[config.mk]
export PLATFORM = sky130hd
export DESIGN_NAME = sh7604_dbus_arb_flat
export DESIGN_NICKNAME = d
export VERILOG_FILES = /design/src/rtl/sh7604_dbus_arb_if.sv /design/src/rtl/sh7604_dbus_arb.sv /design/src/flat_wrapper.sv
export SDC_FILE = /design/constraint.sdc
export NUM_CORES = 1
export LEC_CHECK = 0
export ABC_AREA = 0
export CORE_MARGIN = 2
export CORE_UTILIZATION = 30
export CTS_CLUSTER_DIAMETER = 80
export CTS_CLUSTER_SIZE = 28
export DETAILED_ROUTE_END_ITERATION = 16
export MAX_ROUTING_LAYER = met4
export PLACE_DENSITY = 0.57
export SYNTH_ARGS = -nofsm -noshare
export SYNTH_HDL_FRONTEND = slang
export SYNTH_SLANG_ARGS = --single-unit
[constraint.sdc]
create_clock -name CLK -period 2.6 [get_ports CLK]
set_input_delay 0.26 -clock CLK [delete_from_list [all_inputs] [get_ports CLK]]
set_output_delay 0.26 -clock CLK [all_outputs]
set_load 0.01 [all_outputs]
[src/rtl/sh7604_dbus_arb_if.sv]
// DBUS arbitration bundle: requester-side controls in, ownership/grant status out.
// The requester logic uses the master view; the arbiter uses the slave view.
interface sh7604_dbus_arb_if;
    logic       CE;
    logic       CPU_REQ;
    logic       CPU_LOCK;
    logic       DMA_REQ;
    logic       DMA_LOCK;
    logic       EXT_BREQ;
    logic       BUS_WAIT;
    logic       CPU_GNT;
    logic       DMA_GNT;
    logic       EXT_BACK;
    logic [1:0] BUS_OWNER;
    logic       CPU_STALL;

    modport master (
        output CE, CPU_REQ, CPU_LOCK, DMA_REQ, DMA_LOCK, EXT_BREQ, BUS_WAIT,
        input  CPU_GNT, DMA_GNT, EXT_BACK, BUS_OWNER, CPU_STALL
    );

    modport slave (
        input  CE, CPU_REQ, CPU_LOCK, DMA_REQ, DMA_LOCK, EXT_BREQ, BUS_WAIT,
        output CPU_GNT, DMA_GNT, EXT_BACK, BUS_OWNER, CPU_STALL
    );
endinterface

[src/rtl/sh7604_dbus_arb.sv]
// SH7604 data-bus arbiter: CPU / DMAC / external master, registered grants,
// ownership changes only at unlocked transfer boundaries, bounded DMAC bursts.
module sh7604_dbus_arb #(
    parameter int MAX_DMA_BURST = 16
) (
    input  logic              CLK,
    input  logic              RST,
    sh7604_dbus_arb_if.slave  bus
);
    localparam int CW = (MAX_DMA_BURST > 0) ? $clog2(MAX_DMA_BURST + 1) : 1;
    localparam logic [CW-1:0] CMAX = CW'(MAX_DMA_BURST);

    typedef enum logic [1:0] {
        S_IDLE = 2'b00,
        S_CPU  = 2'b01,
        S_DMA  = 2'b10,
        S_EXT  = 2'b11
    } state_t;

    state_t        state;
    state_t        state_nxt;
    logic [CW-1:0] dcnt;
    logic [CW-1:0] dcnt_nxt;
    logic          done_cpu;
    logic          done_dma;
    logic          starve;
    state_t        pick;

    function automatic state_t arb(input logic ebreq, input logic dreq,
                                   input logic creq, input logic stv);
        if (ebreq)
            return S_EXT;
        else if (stv && creq)
            return S_CPU;
        else if (dreq)
            return S_DMA;
        else if (creq)
            return S_CPU;
        else
            return S_IDLE;
    endfunction

    always_comb begin
        done_cpu = (state == S_CPU) && bus.CPU_REQ && !bus.BUS_WAIT;
        done_dma = (state == S_DMA) && bus.DMA_REQ && !bus.BUS_WAIT;

        dcnt_nxt = dcnt;
        if (!bus.CPU_REQ || done_cpu)
            dcnt_nxt = '0;
        else if (done_dma && !bus.DMA_LOCK && dcnt != CMAX)
            dcnt_nxt = dcnt + CW'(1);

        // Judged on the count including the transfer completing now, so the
        // MAX_DMA_BURST-th unlocked DMAC transfer is the one that hands over.
        starve = (MAX_DMA_BURST != 0) && (dcnt_nxt == CMAX);
        pick   = arb(bus.EXT_BREQ, bus.DMA_REQ, bus.CPU_REQ, starve);
    end

    always_comb begin
        state_nxt = state;
        unique case (state)
            S_IDLE: state_nxt = pick;
            S_CPU:  if (!bus.BUS_WAIT && !bus.CPU_LOCK) state_nxt = pick;
            S_DMA:  if (!bus.BUS_WAIT && !bus.DMA_LOCK) state_nxt = pick;
            // Leaving EXT always passes through IDLE for bus turnaround.
            S_EXT:  if (!bus.EXT_BREQ) state_nxt = S_IDLE;
            default: state_nxt = S_IDLE;
        endcase
    end

    always_ff @(posedge CLK) begin
        if (RST) begin
            state <= S_IDLE;
            dcnt  <= '0;
        end else if (bus.CE) begin
            state <= state_nxt;
            dcnt  <= dcnt_nxt;
        end
    end

    assign bus.CPU_GNT   = (state == S_CPU);
    assign bus.DMA_GNT   = (state == S_DMA);
    assign bus.EXT_BACK  = (state == S_EXT);
    assign bus.BUS_OWNER = state;
    assign bus.CPU_STALL = bus.CPU_REQ && (state != S_CPU);

endmodule
[src/flat_wrapper.sv]
// flat-port wrapper written by rule: the top's interface ports become plain ports
module sh7604_dbus_arb_flat 
#(
    parameter int MAX_DMA_BURST = 16
)
  (CLK, RST, bus_CE, bus_CPU_REQ, bus_CPU_LOCK, bus_DMA_REQ, bus_DMA_LOCK, bus_EXT_BREQ, bus_BUS_WAIT, bus_CPU_GNT, bus_DMA_GNT, bus_EXT_BACK, bus_BUS_OWNER, bus_CPU_STALL);
  sh7604_dbus_arb_if bus_i ();
  input  logic CLK;
  input  logic RST;
  input wire logic [$bits(bus_i.CE)-1:0] bus_CE;
  input wire logic [$bits(bus_i.CPU_REQ)-1:0] bus_CPU_REQ;
  input wire logic [$bits(bus_i.CPU_LOCK)-1:0] bus_CPU_LOCK;
  input wire logic [$bits(bus_i.DMA_REQ)-1:0] bus_DMA_REQ;
  input wire logic [$bits(bus_i.DMA_LOCK)-1:0] bus_DMA_LOCK;
  input wire logic [$bits(bus_i.EXT_BREQ)-1:0] bus_EXT_BREQ;
  input wire logic [$bits(bus_i.BUS_WAIT)-1:0] bus_BUS_WAIT;
  output wire logic [$bits(bus_i.CPU_GNT)-1:0] bus_CPU_GNT;
  output wire logic [$bits(bus_i.DMA_GNT)-1:0] bus_DMA_GNT;
  output wire logic [$bits(bus_i.EXT_BACK)-1:0] bus_EXT_BACK;
  output wire logic [$bits(bus_i.BUS_OWNER)-1:0] bus_BUS_OWNER;
  output wire logic [$bits(bus_i.CPU_STALL)-1:0] bus_CPU_STALL;
  assign bus_i.CE = bus_CE;
  assign bus_i.CPU_REQ = bus_CPU_REQ;
  assign bus_i.CPU_LOCK = bus_CPU_LOCK;
  assign bus_i.DMA_REQ = bus_DMA_REQ;
  assign bus_i.DMA_LOCK = bus_DMA_LOCK;
  assign bus_i.EXT_BREQ = bus_EXT_BREQ;
  assign bus_i.BUS_WAIT = bus_BUS_WAIT;
  assign bus_CPU_GNT = bus_i.CPU_GNT;
  assign bus_DMA_GNT = bus_i.DMA_GNT;
  assign bus_EXT_BACK = bus_i.EXT_BACK;
  assign bus_BUS_OWNER = bus_i.BUS_OWNER;
  assign bus_CPU_STALL = bus_i.CPU_STALL;
  sh7604_dbus_arb #(.MAX_DMA_BURST(MAX_DMA_BURST)) u_core (.CLK(CLK), .RST(RST), .bus(bus_i));
endmodule
==> metrics.txt, run 1 <==
outcome=finished, final reports clean; final slew viol count=0; Placeable Area=0.00198 mm2; Required @ worst endpoint=2.75 ns; Sequential cell area=roughly 140 um2; Die X-Extent=approximately 50 um; Lkg Pwr=~0.29 nW; highest-count cells in the layout ignoring fill and taps=14 x sky130_fd_sc_hd__clkdlybuf4s50_1, 12 x sky130_fd_sc_hd__nor2_1, 8 x sky130_fd_sc_hd__o21ai_0; number of synthesized flops with an enable pin=0; Total Nets Final=110; crit path buf inv count=1; initial cell density of the core=32.1%; dominant delay contributor by cell family on the critical path=simple AND/OR/NAND/NOR gates; post-synthesis instance area=about 640 um2; number of antenna violations at the first check in global routing=0; Detailed Place HPWL=1.14 mm; Rows=16; total negative slack for setup checks=0 ns; sequential area share after synthesis=22.0%; Setup violations, final=0; maximum number of pins on one net before global-route repair=14; Power per Cell Area=between 300 and 400 mW/mm2; clock-pin slew on the worst setup and hold paths=approximately 0.06 ns; area enclosed by the die boundary=0.00250 mm2; number of endpoints with negative hold slack in the final report=0; ANT cells=0; overall power=a little over 300 uW; maximum net fanout on the critical path=7; share of the cycle needed by the critical path after routing=80.0%; total CTS buffers=3; number of buffers inserted to repair setup after CTS=0; leading register cell type out of synthesis=sky130_fd_sc_hd__dfxtp_1; share of power burned in combinational logic=25.7%; post-DR wirelength/cell=~12 um; deepest clock path buffer count=2; Internal Power=212 uW; antenna-violating nets left=0; CTS tree=built; count of clock tree sinks=7; class of the most critical setup path=primary input to flip-flop; Max Cap Viol=0; largest incremental delay on the critical path=0.56 ns; final cell count without fillers=125; setup skew after layout=~0.006 ns; Yosys warning total=0; post-detailed-routing wire length=roughly 1.5 mm; via count=642; count of hold-fix buffers inserted at cts=0; drt first pass iters=4; root cell of the clock tree=sky130_fd_sc_hd__clkbuf_4; final RePlAce weighted congestion=0.775; most frequent standard cell in the layout excluding fill and tap cells=sky130_fd_sc_hd__clkdlybuf4s50_1; proportion of power drawn by the clock network=around a third; Residual DRC=0; number of buffers inserted by port buffering=14; mean post-synth cell area=7.66 um2; fraction of power spent switching nets=between 20% and 30%; library cell contributing the largest single delay on the critical path=sky130_fd_sc_hd__or4_1; Post-Syn Nets=94; total grt overflow=0; global-route usage over all layers=15.0%; #FFs+latches synth=7; fraction of layout instances using a drive strength above 1=approximately a tenth; Layout area overhead=27.4%; filler instances=212; clk_lat worst skew=roughly 0.26 ns; cell count after synthesis=83; switching pwr=approximately 90 uW; die height=around 50 um; placed cell count=around 120; utilization after layout=40.8%; Post-CTS Resized=0; upper clock frequency limit=0.481 GHz; Iteration-0 DRC Markers=18; minimum clock period after layout=approximately 2.1 ns; critical path endpoint category=flip-flop; ys async rst share=0%; multi-input gate area in the final layout=approximately 450 um2; worst slew pin tran=around 0.48 ns; H-tree levels=1; post-detailed-route via-to-cell ratio=just over 5; Worst Hold Class=flip-flop to flip-flop; tightest hold margin=0.532 ns; wire length of the first global-routing pass=between 2 and 3 mm; ordered list of cells on the worst path=clkdlybuf4s50_1, nor4b_2, nand3_2, mux2i_1, or4_1, a31o_1; RSZ-0062 raised after global routing=false; number of different library cells in the post-synthesis netlist=36; critical path data arrival time=between 2 and 2.5 ns; count of pins on the block boundary=15; startpoint type of the worst setup path=primary input; vias in the first global route=600; sequential share of power=between 40% and 50%; tightest slew margin relative to the limit=67.9%; maximum vdd drop=0.216 mV
-- metrics by stage --
step                      setup WS [ns]  cell area, um2
after global placement            0.320             783
final                             0.520             810
after detailed placement          0.258             783
after global routing              0.432             810
after floorplan                   0.758             636
after CTS                         0.525             810
-- area by class of cell --
type                            instances  area share, %
Clock buffer                            4           3.25
Tap cell                               27           4.17
Multi-Input combinational cell         67           55.2
Timing Repair Buffer                   14           17.3
Sequential cell                         7           17.3
Inverter                                6           2.78
-- synth_stat cells, types with 2 or more instances --
library cell,n,area share (%)
sky130_fd_sc_hd__mux2i_1,2,3.1
sky130_fd_sc_hd__nand3_1,2,1.6
sky130_fd_sc_hd__dfxtp_1,7,22
sky130_fd_sc_hd__nand2_1,3,1.8
sky130_fd_sc_hd__a21oi_1,6,4.7
sky130_fd_sc_hd__nor2_1,12,7.1
sky130_fd_sc_hd__a22oi_1,2,2.4
sky130_fd_sc_hd__nor3_1,3,2.4
sky130_fd_sc_hd__buf_6,2,3.5
sky130_fd_sc_hd__inv_1,6,3.5
sky130_fd_sc_hd__and2_1,3,3.0
sky130_fd_sc_hd__o21ai_0,8,6.3
sky130_fd_sc_hd__nand4_1,3,3.0
sky130_fd_sc_hd__ha_1,2,3.9
-- kinds of logic (layout without fill, tap and decap cells) --
kind of cell    count (synthesis)  in the layout  share of synthesized area (%)
compound gates                 23             23                           21.7
xor+xnor                        1              1                           1.38
fa+ha+maj                       2              2                           3.94
buf+inv                         9             24                           7.68
flops                           7              7                           22.0
mux                             2              2                           3.15
simple gates                   39             39                           40.2
-- power by group through the flow --
| stage | combinational (mW) | clock, mW | sequential [mW] |
|---|---|---|---|
| 4_1_cts | 0.0781 | 0.106 | 0.121 |
| 6_report | 0.0775 | 0.103 | 0.121 |
| 5_1_grt | 0.0850 | 0.115 | 0.123 |
| 3_3_place_gp | 0.0776 | 0 | 0.124 |
| 3_5_place_dp | 0.0776 | 0 | 0.123 |
| 2_1_floorplan | 0.0470 | 0 | 0.118 |
-- metal layers --
layer	up-vias	track usage [%]	routed length (um)
met4	0	8.33	38
met1	289	18.1	744
met3	4	5.45	74
li1	333	-	-
met5	-	-	0
met2	16	21.3	689
-- final timing paths --
path                                               from                 endpoint  slack, ns  depth (start not counted)
worst min register to register           u_core.dcnt[0]           u_core.dcnt[0]       0.53                          2
worst min-delay path                     u_core.dcnt[0]           u_core.dcnt[0]       0.53                          2
worst max register to register  u_core.bus.BUS_OWNER[1]  u_core.bus.BUS_OWNER[1]       0.57                          5
worst max-delay path                       bus_BUS_WAIT  u_core.bus.BUS_OWNER[1]       0.52                          6
-- flip-flops by register name (all words and copies together) (netlist names) --
register / cells
u_core.dcnt: 5
u_core.bus.BUS_OWNER: 2
-- worst min-delay path, stage by stage, from the launching register on --
cell and delay [ns]:
sky130_fd_sc_hd__dfxtp_1 0.36, sky130_fd_sc_hd__nand2_1 0.07, sky130_fd_sc_hd__a21oi_1 0.05
Note: power is estimated with default switching activity, not from simulation.
==> run 2: changes to the inputs <==
PLACE_DENSITY = 0.59   (was 0.57)
clock period = 1.68 ns   (was 2.6 ns; I/O delays follow)
==> run 2 against run 1 <==
Register-to-register slack got worse by 0.69 ns. Global-route usage rose by 1.4 points. Critical path type is now flip-flop to flip-flop. Critical path depth rose by 1. Highest routed layer unchanged. Combinational power rose by 110%. Core utilization rose by 10 points. Sequential power rose by 48%. The run now ends with setup timing left. Cell area rose by 26%. Via count rose by 15%. Critical endpoint unchanged.
==> metrics.txt, run 2 (synthesized netlist as in run 1, its figures left out) <==
Total Nets Final=130 (was 110); final slew viol count=0 (unchanged); Power per Cell Area=500 mW/mm2 (was 373 mW/mm2); startpoint type of the worst setup path=flip-flop (was primary input); final RePlAce weighted congestion=0.846 (was 0.775); multi-input gate area in the final layout=503 um2 (was 447 um2); tightest slew margin relative to the limit=69.3% (was 67.9%); share of power burned in combinational logic=32.7% (was 25.7%); worst slew pin tran=0.455 ns (was 0.477 ns); Layout area overhead=60.0% (was 27.4%); Rows=16 (unchanged); Reg-to-Reg Start=u_core.dcnt[1] (was u_core.bus.BUS_OWNER[1]); global-route usage over all layers=16.4% (was 15.0%); Max Cap Viol=0 (unchanged); die height=50.0 um (unchanged); Lkg Pwr=0.432 nW (was 0.288 nW); clock-pin slew on the worst setup and hold paths=0.06 ns (about the same); total CTS buffers=3 (unchanged); filler instances=200 (was 212); maximum vdd drop=0.638 mV (was 0.216 mV); failing checks=setup timing; switching pwr=157 uW (was 90.0 uW); library cell contributing the largest single delay on the critical path=sky130_fd_sc_hd__or4_4 (was sky130_fd_sc_hd__or4_1); critical path data arrival time=1.95 ns (was 2.23 ns); largest incremental delay on the critical path=0.56 ns (about the same); fraction of layout instances using a drive strength above 1=34.7% (was 10.2%); post-detailed-route via-to-cell ratio=5.09 (was 5.14); register with the highest flop count=u_core.dcnt (unchanged); maximum net fanout on the critical path=4 (was 7); antenna-violating nets left=0 (unchanged); hold-critical path depth=2 (unchanged); Required @ worst endpoint=1.83 ns (was 2.75 ns); proportion of power drawn by the clock network=32.2% (was 34.2%); upper clock frequency limit=0.557 GHz; most frequent standard cell in the layout excluding fill and tap cells=sky130_fd_sc_hd__buf_4 (was sky130_fd_sc_hd__clkdlybuf4s50_1); setup skew after layout=0.000751 ns (was 0.00602 ns); initial cell density of the core=32.1% (unchanged); count of hold-fix buffers inserted at cts=0 (unchanged); Setup violations, final=2 (was 0); post-detailed-routing wire length=1.82 mm (was 1.55 mm); Residual DRC=0 (unchanged); wire length of the first global-routing pass=3.07 mm (was 2.64 mm); share of the cycle needed by the critical path after routing=107%; via count=738 (was 642); maximum number of pins on one net before global-route repair=10 (was 14); Die X-Extent=50.0 um (unchanged); Internal Power=352 uW (was 212 uW); Iteration-0 DRC Markers=17 (was 18); number of endpoints with negative hold slack in the final report=0 (unchanged); number of buffers inserted by port buffering=14 (unchanged); drt first pass iters=4 (unchanged); Worst Hold Endpoint=u_core.dcnt[3] (was u_core.dcnt[0]); area enclosed by the die boundary=0.00250 mm2 (unchanged); clk_lat worst skew=0.26 ns (about the same); CTS tree=built (unchanged); flip-flop count of the largest register, all copies and words added=5 (unchanged); outcome=complete, but fails checks (was finished, final reports clean); post-DR wirelength/cell=12.5 um (was 12.4 um); RSZ-0062 raised after global routing=true (was false); class of the most critical setup path=flip-flop to flip-flop (was primary input to flip-flop); end of the worst register-to-register path=u_core.bus.BUS_OWNER[1] (unchanged); deepest clock path buffer count=2 (unchanged); Sequential cell area=145 um2 (was 140 um2); worst slack at placement=-0.469 ns (was 0.258 ns); H-tree levels=1 (unchanged); fraction of power spent switching nets=30.8% (was 29.8%); slack of the worst reg-to-reg path=-0.12 ns (was 0.57 ns); number of cells on the worst reg-to-reg path=7 (was 5); utilization after layout=51.3% (was 40.8%); critical path endpoint category=flip-flop (unchanged); ANT cells=0 (unchanged); Detailed Place HPWL=1.43 mm (was 1.14 mm); highest-count cells in the layout ignoring fill and taps=20 x sky130_fd_sc_hd__buf_4, 12 x sky130_fd_sc_hd__nor2_1, 8 x sky130_fd_sc_hd__o21ai_0, 8 x sky130_fd_sc_hd__clkdlybuf4s50_1, 6 x sky130_fd_sc_hd__a21oi_1 (was 14 x sky130_fd_sc_hd__clkdlybuf4s50_1, 12 x sky130_fd_sc_hd__nor2_1, 8 x sky130_fd_sc_hd__o21ai_0); count of clock tree sinks=7 (unchanged); total grt overflow=0 (unchanged); root cell of the clock tree=sky130_fd_sc_hd__clkbuf_4 (unchanged); Placeable Area=0.00198 mm2 (unchanged); Worst Hold Class=flip-flop to flip-flop (unchanged); ordered list of cells on the worst path=inv_2, ha_4, nand4bb_4, nand3_2, mux2i_1, or4_4, a31o_1 (was clkdlybuf4s50_1, nor4b_2, nand3_2, mux2i_1, or4_1, a31o_1); Worst Slack Setup Final=-0.117 ns (was 0.520 ns); source of the worst hold timing path=u_core.dcnt[3] (was u_core.dcnt[0]); vias in the first global route=744 (was 600); sequential share of power=35.1% (was 40.1%); number of antenna violations at the first check in global routing=0 (unchanged); count of pins on the block boundary=15 (unchanged); minimum clock period after layout=1.80 ns
-- run 2: metal layers --
| metal | up-vias | track usage, % | routed length (um) |
|---|---|---|---|
| met5 | - | - | 0 |
| met4 | 0 | 3.70 | 8 |
| met3 | 2 | 6.36 | 92 |
| met2 | 20 | 27.9 | 916 |
| met1 | 344 | 18.0 | 800 |
| li1 | 372 | - | - |
-- run 2: how the worst max path moves through the flow --
stage | from | endpoint | slack [ns] | cells past startpoint
global placement | bus_DMA_LOCK | u_core.bus.BUS_OWNER[1] | -0.39 | 6
detailed placement | bus_DMA_LOCK | u_core.bus.BUS_OWNER[1] | -0.47 | 6
global route | u_core.bus.BUS_OWNER[1] | u_core.bus.BUS_OWNER[1] | -0.19 | 5
floorplan | u_core.bus.BUS_OWNER[1] | u_core.bus.BUS_OWNER[1] | -0.05 | 6
CTS | u_core.bus.BUS_OWNER[0] | u_core.bus.BUS_OWNER[1] | -0.12 | 5
finish | u_core.dcnt[1] | u_core.bus.BUS_OWNER[1] | -0.12 | 7
-- run 2: stage by stage --
| stage | hold WS, ns | setup TNS (ns) | std cells | total power, mW | cell area [um2] |
|---|---|---|---|---|---|
| CTS | 0.562 | -0.166 | 143 | 0.510 | 968 |
| global placement | 0.549 | -1.31 | 139 | 0.341 | 932 |
| global route | 0.639 | -0.413 | 145 | 0.541 | 1020 |
| floorplan | 0.368 | -0.0509 | 83 | 0.259 | 649 |
| finish | 0.575 | -0.185 | 145 | 0.508 | 1020 |
| detailed placement | 0.563 | -1.53 | 139 | 0.341 | 932 |
-- run 2: area by class of cell --
class                   count  share of cell area (%)
multi-input cells          67                    49.4
well taps                  27                    3.32
flip-flops and latches      7                    14.3
inverters                   6                    2.21
repair buffers             34                    28.2
clock buffers               4                    2.58
-- run 2: critical path: cells and delay by family, from the launching register on --
kind / cells / cell delay [ns]
simple gates: 3 / 0.77
flops: 1 / 0.36
compound gates: 1 / 0.20
fa+ha+maj: 1 / 0.16
mux: 1 / 0.15
buf+inv: 1 / 0.05
-- run 2: power groups by stage --
stage          sequential, mW  combinational, mW  clock (mW)
2_1_floorplan           0.184             0.0745           0
3_3_place_gp            0.182              0.159           0
3_5_place_dp            0.182              0.160           0
4_1_cts                 0.179              0.160       0.172
5_1_grt                 0.179              0.181       0.181
6_report                0.179              0.166       0.164
-- run 2: what timing repair did --
item                       in CTS  in global routing
setup endpoints to repair       7                  5
buffers inserted                0                  2
resized for setup               9                  8
pin swaps                       3                  6
==> run 3: changes to the inputs <==
SKIP_LAST_GASP = 1   (was not set)
SLEW_MARGIN = 25   (was not set)
==> results of run 3 <==
Same layout as run 2: the final DEF is identical, and so are final timing and power.
